File: src/rtl/sd_cmd_tx_if.sv
// -----------------------------------------------------------------------------
// sd_cmd_tx_if
// Handshake/bus bundle between the SD command sequencer and sd_cmd_tx.
// Signal names are prefixed from the serializer's point of view.
//   i_bit_ce     : one-cycle SD bit strobe
//   i_start      : request to send a frame (sampled only while idle)
//   i_cmd_index  : 6-bit command index, captured at accept
//   i_arg        : 32-bit command argument, captured at accept
//   o_cmd_out    : serial CMD bit (registered)
//   o_cmd_oe     : CMD line driver enable (registered)
//   o_busy       : frame accepted and not yet complete
//   o_done       : one-cycle pulse when the frame completes
// Modports: master = sequencer side, slave = serializer side.
// -----------------------------------------------------------------------------
interface sd_cmd_tx_if;
    logic        i_bit_ce;
    logic        i_start;
    logic [5:0]  i_cmd_index;
    logic [31:0] i_arg;
    logic        o_cmd_out;
    logic        o_cmd_oe;
    logic        o_busy;
    logic        o_done;

    modport master (
        output i_bit_ce, i_start, i_cmd_index, i_arg,
        input  o_cmd_out, o_cmd_oe, o_busy, o_done
    );

    modport slave (
        input  i_bit_ce, i_start, i_cmd_index, i_arg,
        output o_cmd_out, o_cmd_oe, o_busy, o_done
    );
endinterface

File: src/rtl/sd_cmd_tx.sv
// -----------------------------------------------------------------------------
// sd_cmd_tx
// Serializes a 48-bit SD command frame onto the CMD line, MSB first, one bit
// per bit strobe: start bit, transmission bit, index, argument, CRC7, end bit.
// The first 40 bits also feed the CRC7 stage, whose result is appended.
// Ports:
//   i_clk : system clock, all state changes on the rising edge
//   i_rst : synchronous active-high reset
//   bus   : sd_cmd_tx_if.slave (bit strobe, start, index, argument in;
//           cmd_out, cmd_oe, busy, done out)
// -----------------------------------------------------------------------------
module sd_cmd_tx (
    input  logic          i_clk,
    input  logic          i_rst,
    sd_cmd_tx_if.slave    bus
);
    typedef enum logic [2:0] {StIdle, StHdr, StCrc, StEnd, StFin} state_e;

    state_e      r_state;
    logic [39:0] r_shift;
    logic [6:0]  r_crc_sr;
    logic [5:0]  r_cnt;
    logic        r_cmd_out;
    logic        r_cmd_oe;
    logic        r_busy;
    logic        r_done;

    // CRC7 stage (x^7 + x^3 + 1) and its control signals.
    logic [6:0]  r_crc;
    logic        w_accept;
    logic        w_crc_rst;
    logic        w_crc_en;
    logic        w_crc_data;
    logic        w_crc_fb;

    // The done cycle is excluded so a held start is taken one cycle later.
    assign w_accept   = bus.i_start && (r_state == StIdle) && !r_done;
    assign w_crc_rst  = w_accept;
    assign w_crc_en   = (r_state == StHdr) && bus.i_bit_ce;
    assign w_crc_data = r_shift[39];
    assign w_crc_fb   = w_crc_data ^ r_crc[6];

    always_ff @(posedge i_clk) begin
        if (i_rst || w_crc_rst) begin
            r_crc <= 7'd0;
        end else if (w_crc_en) begin
            r_crc <= {r_crc[5:0], 1'b0} ^ ({7{w_crc_fb}} & 7'h09);
        end
    end

    always_ff @(posedge i_clk) begin
        if (i_rst) begin
            r_state   <= StIdle;
            r_shift   <= 40'd0;
            r_crc_sr  <= 7'd0;
            r_cnt     <= 6'd0;
            r_cmd_out <= 1'b1;
            r_cmd_oe  <= 1'b0;
            r_busy    <= 1'b0;
            r_done    <= 1'b0;
        end else begin
            r_done <= 1'b0;
            unique case (r_state)
                StIdle: begin
                    // A strobe coinciding with accept is deliberately unused.
                    if (w_accept) begin
                        r_shift <= {2'b01, bus.i_cmd_index, bus.i_arg};
                        r_cnt   <= 6'd0;
                        r_busy  <= 1'b1;
                        r_state <= StHdr;
                    end
                end
                StHdr: begin
                    if (bus.i_bit_ce) begin
                        r_cmd_out <= r_shift[39];
                        r_cmd_oe  <= 1'b1;
                        r_shift   <= {r_shift[38:0], 1'b0};
                        if (r_cnt == 6'd39) begin
                            r_cnt   <= 6'd0;
                            r_state <= StCrc;
                        end else begin
                            r_cnt <= r_cnt + 6'd1;
                        end
                    end
                end
                StCrc: begin
                    if (bus.i_bit_ce) begin
                        // CRC settled on the last header strobe; snapshot it now.
                        if (r_cnt == 6'd0) begin
                            r_cmd_out <= r_crc[6];
                            r_crc_sr  <= {r_crc[5:0], 1'b0};
                        end else begin
                            r_cmd_out <= r_crc_sr[6];
                            r_crc_sr  <= {r_crc_sr[5:0], 1'b0};
                        end
                        if (r_cnt == 6'd6) begin
                            r_cnt   <= 6'd0;
                            r_state <= StEnd;
                        end else begin
                            r_cnt <= r_cnt + 6'd1;
                        end
                    end
                end
                StEnd: begin
                    if (bus.i_bit_ce) begin
                        r_cmd_out <= 1'b1;
                        r_state   <= StFin;
                    end
                end
                StFin: begin
                    // This strobe closes the end-bit period.
                    if (bus.i_bit_ce) begin
                        r_cmd_out <= 1'b1;
                        r_cmd_oe  <= 1'b0;
                        r_busy    <= 1'b0;
                        r_done    <= 1'b1;
                        r_state   <= StIdle;
                    end
                end
                default: r_state <= StIdle;
            endcase
        end
    end

    assign bus.o_cmd_out = r_cmd_out;
    assign bus.o_cmd_oe  = r_cmd_oe;
    assign bus.o_busy    = r_busy;
    assign bus.o_done    = r_done;
endmodule

File: src/flat_wrapper.sv
// flat-port wrapper written by rule: the top's interface ports become plain ports
module sd_cmd_tx_flat 
  (i_clk, i_rst, bus_i_bit_ce, bus_i_start, bus_i_cmd_index, bus_i_arg, bus_o_cmd_out, bus_o_cmd_oe, bus_o_busy, bus_o_done);
  sd_cmd_tx_if bus_i ();
  input  logic i_clk;
  input  logic i_rst;
  input wire logic [$bits(bus_i.i_bit_ce)-1:0] bus_i_bit_ce;
  input wire logic [$bits(bus_i.i_start)-1:0] bus_i_start;
  input wire logic [$bits(bus_i.i_cmd_index)-1:0] bus_i_cmd_index;
  input wire logic [$bits(bus_i.i_arg)-1:0] bus_i_arg;
  output wire logic [$bits(bus_i.o_cmd_out)-1:0] bus_o_cmd_out;
  output wire logic [$bits(bus_i.o_cmd_oe)-1:0] bus_o_cmd_oe;
  output wire logic [$bits(bus_i.o_busy)-1:0] bus_o_busy;
  output wire logic [$bits(bus_i.o_done)-1:0] bus_o_done;
  assign bus_i.i_bit_ce = bus_i_bit_ce;
  assign bus_i.i_start = bus_i_start;
  assign bus_i.i_cmd_index = bus_i_cmd_index;
  assign bus_i.i_arg = bus_i_arg;
  assign bus_o_cmd_out = bus_i.o_cmd_out;
  assign bus_o_cmd_oe = bus_i.o_cmd_oe;
  assign bus_o_busy = bus_i.o_busy;
  assign bus_o_done = bus_i.o_done;
  sd_cmd_tx u_core (.i_clk(i_clk), .i_rst(i_rst), .bus(bus_i));
endmodule
File: config.mk
export PLATFORM = sky130hd
export DESIGN_NAME = sd_cmd_tx_flat
export DESIGN_NICKNAME = d
export VERILOG_FILES = /design/src/rtl/sd_cmd_tx_if.sv /design/src/rtl/sd_cmd_tx.sv /design/src/flat_wrapper.sv
export SDC_FILE = /design/constraint.sdc
export NUM_CORES = 1
export LEC_CHECK = 0
export CAP_MARGIN = 20
export CORE_MARGIN = 1
export CORE_UTILIZATION = 59
export CTS_CLUSTER_SIZE = 14
export DETAILED_ROUTE_END_ITERATION = 12
export PLACE_DENSITY = 0.95
export SLEW_MARGIN = 20
export SYNTH_ARGS = -nofsm -noshare
export SYNTH_HDL_FRONTEND = slang
export SYNTH_SLANG_ARGS = --single-unit
File: constraint.sdc
create_clock -name i_clk -period 2.75 [get_ports i_clk]
set_input_delay 0.275 -clock i_clk [delete_from_list [all_inputs] [get_ports i_clk]]
set_output_delay 0.275 -clock i_clk [all_outputs]
set_load 0.005 [all_outputs]
==> run metrics <==
status completed; DR iter-0 viols 173; antenna cells 0; Int Pwr 1.897 mW; VDD IR max 548.4 uV; CP endpoint kind flip-flop; Core Region 5238 um2; Initial Util 62.52%; Crit path largest cell delay 560 ps; WP data required 2990 ps; Final Critical Period 2093 ps; Post-DP HPWL 4298 um; clk buf depth 2; Main synth FF type dfxtp_1; Worst R2R Path Depth 4; final instance area 3900 um2; hold depth 2; DR WL/cell 14.60 um; post-CTS resize count 0; vias in the first global route 2387; Die Span X 76.50 um; Netlist cell types 46; full die area 5851 um2; Post-synth EDFFs 0; total power 2.830 mW; hold-fix buffers at CTS 0; share of layout cells above drive strength 1 16.36%; Root Buffer clkbuf_8; Final ANT Viol Nets 0; clock sinks 66; Most common cell on crit path nor2_1; Area Overhead vs Synth 19.11%; H-Tree Level Count 3; min-delay worst type in2reg; max-cap violations 0; Max Freq 0.4779 GHz; Final nets 419; # setup viols final 0; CP delay by family, top simple AND/OR/NAND/NOR gates; FF+latch count, synth 66; Worst Path Arrival 2340 ps; final core utilization 74.46%; leakage 1.511 nW; Syn Inst Count 340; pwr/cell area 725.8 nW/um2; Final GP Congestion 0.7901; CTS tree yes; crit-path cells or3b_1 > nor2_1 > nor2_1 > a211oi_1; Final Max Slew Viols 0; Comb pwr share 29.7%; pin count of the biggest net entering global routing 75; hold path endpoint u_core.bus.o_busy; Fin. Hold Viols 0; DR vias 2590; Setup TNS 0 ps; Reg2Reg Capture Point u_core.r_crc_sr[4]; average footprint of a synthesized cell 9.631 um2; DIE HEIGHT 76.50 um; Clock Skew 6.619 ps; crit path launch type flip-flop; Psw 0.9336 mW; post-synthesis sequential area ratio 40.35%; reg2reg setup slack 660 ps; Remaining DRCs 0; worst setup path startpoint u_core.r_state[1]; I/O pins 46; Inserted Clock Buffers 9; PortBufs 45; mapped cell area 3274 um2; max_slew headroom 55.00%; initial antenna violation count 0; Setup CP Type reg2reg; first-pass GRT wire length 10710 um; crit path buf inv count 0; Slowest-stage cell, CP dfxtp_1; hold wc startpoint i_rst; post-synthesis net count 385; CP Max Fanout 13; setup bufs post-CTS 0; vias per cell 5.768; dpl cell area 3706 um2; fillcell total 334; GR Overflow Total 0; ys async rst share 0%; measured slew at the worst slew-check pin 672.5 ps; Switching Fraction 32.98%; First-pass DRT Iterations 4; worst skew pair latency 340 ps; all-layer global routing usage 22.94%; clock slew at reported path FFs 80 ps; FP Rows 26; Reg-to-Reg Start u_core.r_state[1]; clock power share 27.9%; RSZ-0062 raised after global routing no; synth warn 0; Detailed Route WL 6557 um; Final period util 76.10%; sequential share of power 42.4%
[per-layer routing]
layer  track usage [%]  part of all wire, %
met3             4.551                  2.8
met4             10.96                  1.5
met1             28.96                   47
met2             37.39                   49
met5                 0                    0
[layout by cell type, fill, tap and decap left out, types with 2 or more instances in the layout]
cell type,n
a21boi_0,2
nand3_1,5
clkbuf_8,9
nor2_1,54
a21oi_1,15
xor2_1,3
inv_1,5
nand2b_1,3
clkdlybuf4s50_1,44
nand2_1,25
o211ai_1,7
ha_1,3
buf_4,4
a31oi_1,4
clkinv_2,3
a211oi_1,14
a211oi_2,30
nand3b_1,2
a41oi_1,2
or3b_2,2
nor3_1,4
mux2i_1,42
dfxtp_1,66
nor2b_1,3
clkinv_4,2
o21ai_0,2
[synthesized netlist by cell type (2+ instances only)]
library cell	n	area, um2
dfxtp_1	66	1321
nand3b_1	2	15.01
ha_1	3	37.54
nand3_1	5	25.02
a21oi_1	15	75.07
nor3_1	4	20.02
a31oi_1	4	25.02
buf_6	4	45.04
o21ai_0	2	10.01
nor2b_1	3	18.77
inv_1	5	18.77
o211ai_1	7	52.55
mux2i_1	42	420.4
nand2b_1	3	18.77
nand2_1	25	93.84
a41oi_1	2	17.52
a211oi_2	30	375.4
a211oi_1	14	105.1
a21boi_0	2	15.01
clkbuf_1	12	45.04
buf_4	6	45.04
xor2_1	3	26.28
nor2_1	54	202.7
or3b_1	2	17.52
buf_2	4	20.02
[area by class of cell]
cell class | count | area (um2) | area share (%)
multi-input cells | 242 | 1783 | 45.72
repair buffers | 50 | 495.5 | 12.70
well taps | 70 | 87.58 | 2.246
clock inverters | 7 | 70.07 | 1.797
clock buffers | 9 | 123.9 | 3.176
inverters | 5 | 18.77 | 0.4812
flip-flops and latches | 66 | 1321 | 33.88
[cells by family (layout without fill, tap and decap cells)]
kind of cell | count (synthesis) | count (layout) | synth area share [%]
adder cells (fa/ha/maj) | 3 | 3 | 1.146
XOR/XNOR | 4 | 4 | 1.070
flip-flops | 66 | 66 | 40.35
AND/OR/NAND/NOR | 106 | 106 | 14.83
buffers and inverters | 32 | 71 | 5.426
AO/OA/AOI/OAI | 87 | 87 | 24.34
multiplexers | 42 | 42 | 12.84
[power groups by stage]
stage	sequential (mW)	combinational (mW)	clock, mW
finish	1.20	0.841	0.790
global route	1.22	0.913	0.845
global placement	1.21	0.795	0
CTS	1.20	0.844	0.798
detailed placement	1.22	0.835	0
floorplan	1.18	0.708	0
[worst max-delay path by stage]
stage / cells after the start / to / slack [ps]
4_1_cts: 4 / u_core.r_crc_sr[4] / 670
2_1_floorplan: 4 / u_core.r_crc_sr[2] / 1090
5_1_grt: 4 / u_core.r_crc_sr[4] / 550
3_5_place_dp: 6 / u_core.r_shift[7] / 570
3_3_place_gp: 6 / u_core.r_shift[11] / 660
6_report: 4 / u_core.r_crc_sr[4] / 660
[flip-flops by register name, indices dropped and copies added (netlist names)]
name / flops
u_core.r_shift: 40
u_core.bus.o_done: 1
u_core.r_crc_sr: 6
u_core.r_state: 3
u_core.r_cnt: 6
u_core.bus.o_cmd_oe: 1
u_core.r_crc: 7
u_core.bus.o_cmd_out: 1
u_core.bus.o_busy: 1
[through the flow]
step | hold WS [ps] | setup WS, ps | instances
6_report | 435.3 | 657.4 | 449
5_1_grt | 469.8 | 545.1 | 449
4_1_cts | 427.6 | 669.2 | 449
3_5_place_dp | 458.6 | 565.7 | 433
3_3_place_gp | 438.4 | 661.2 | 433
2_1_floorplan | 411.0 | 1091 | 340
[worst register-to-register path: cells and delay by family (launching register included)]
family	cells	cell delay, ps
AO/OA/AOI/OAI	1	270
flip-flops	1	560
AND/OR/NAND/NOR	3	1180
(Power assumes the default switching activity.)
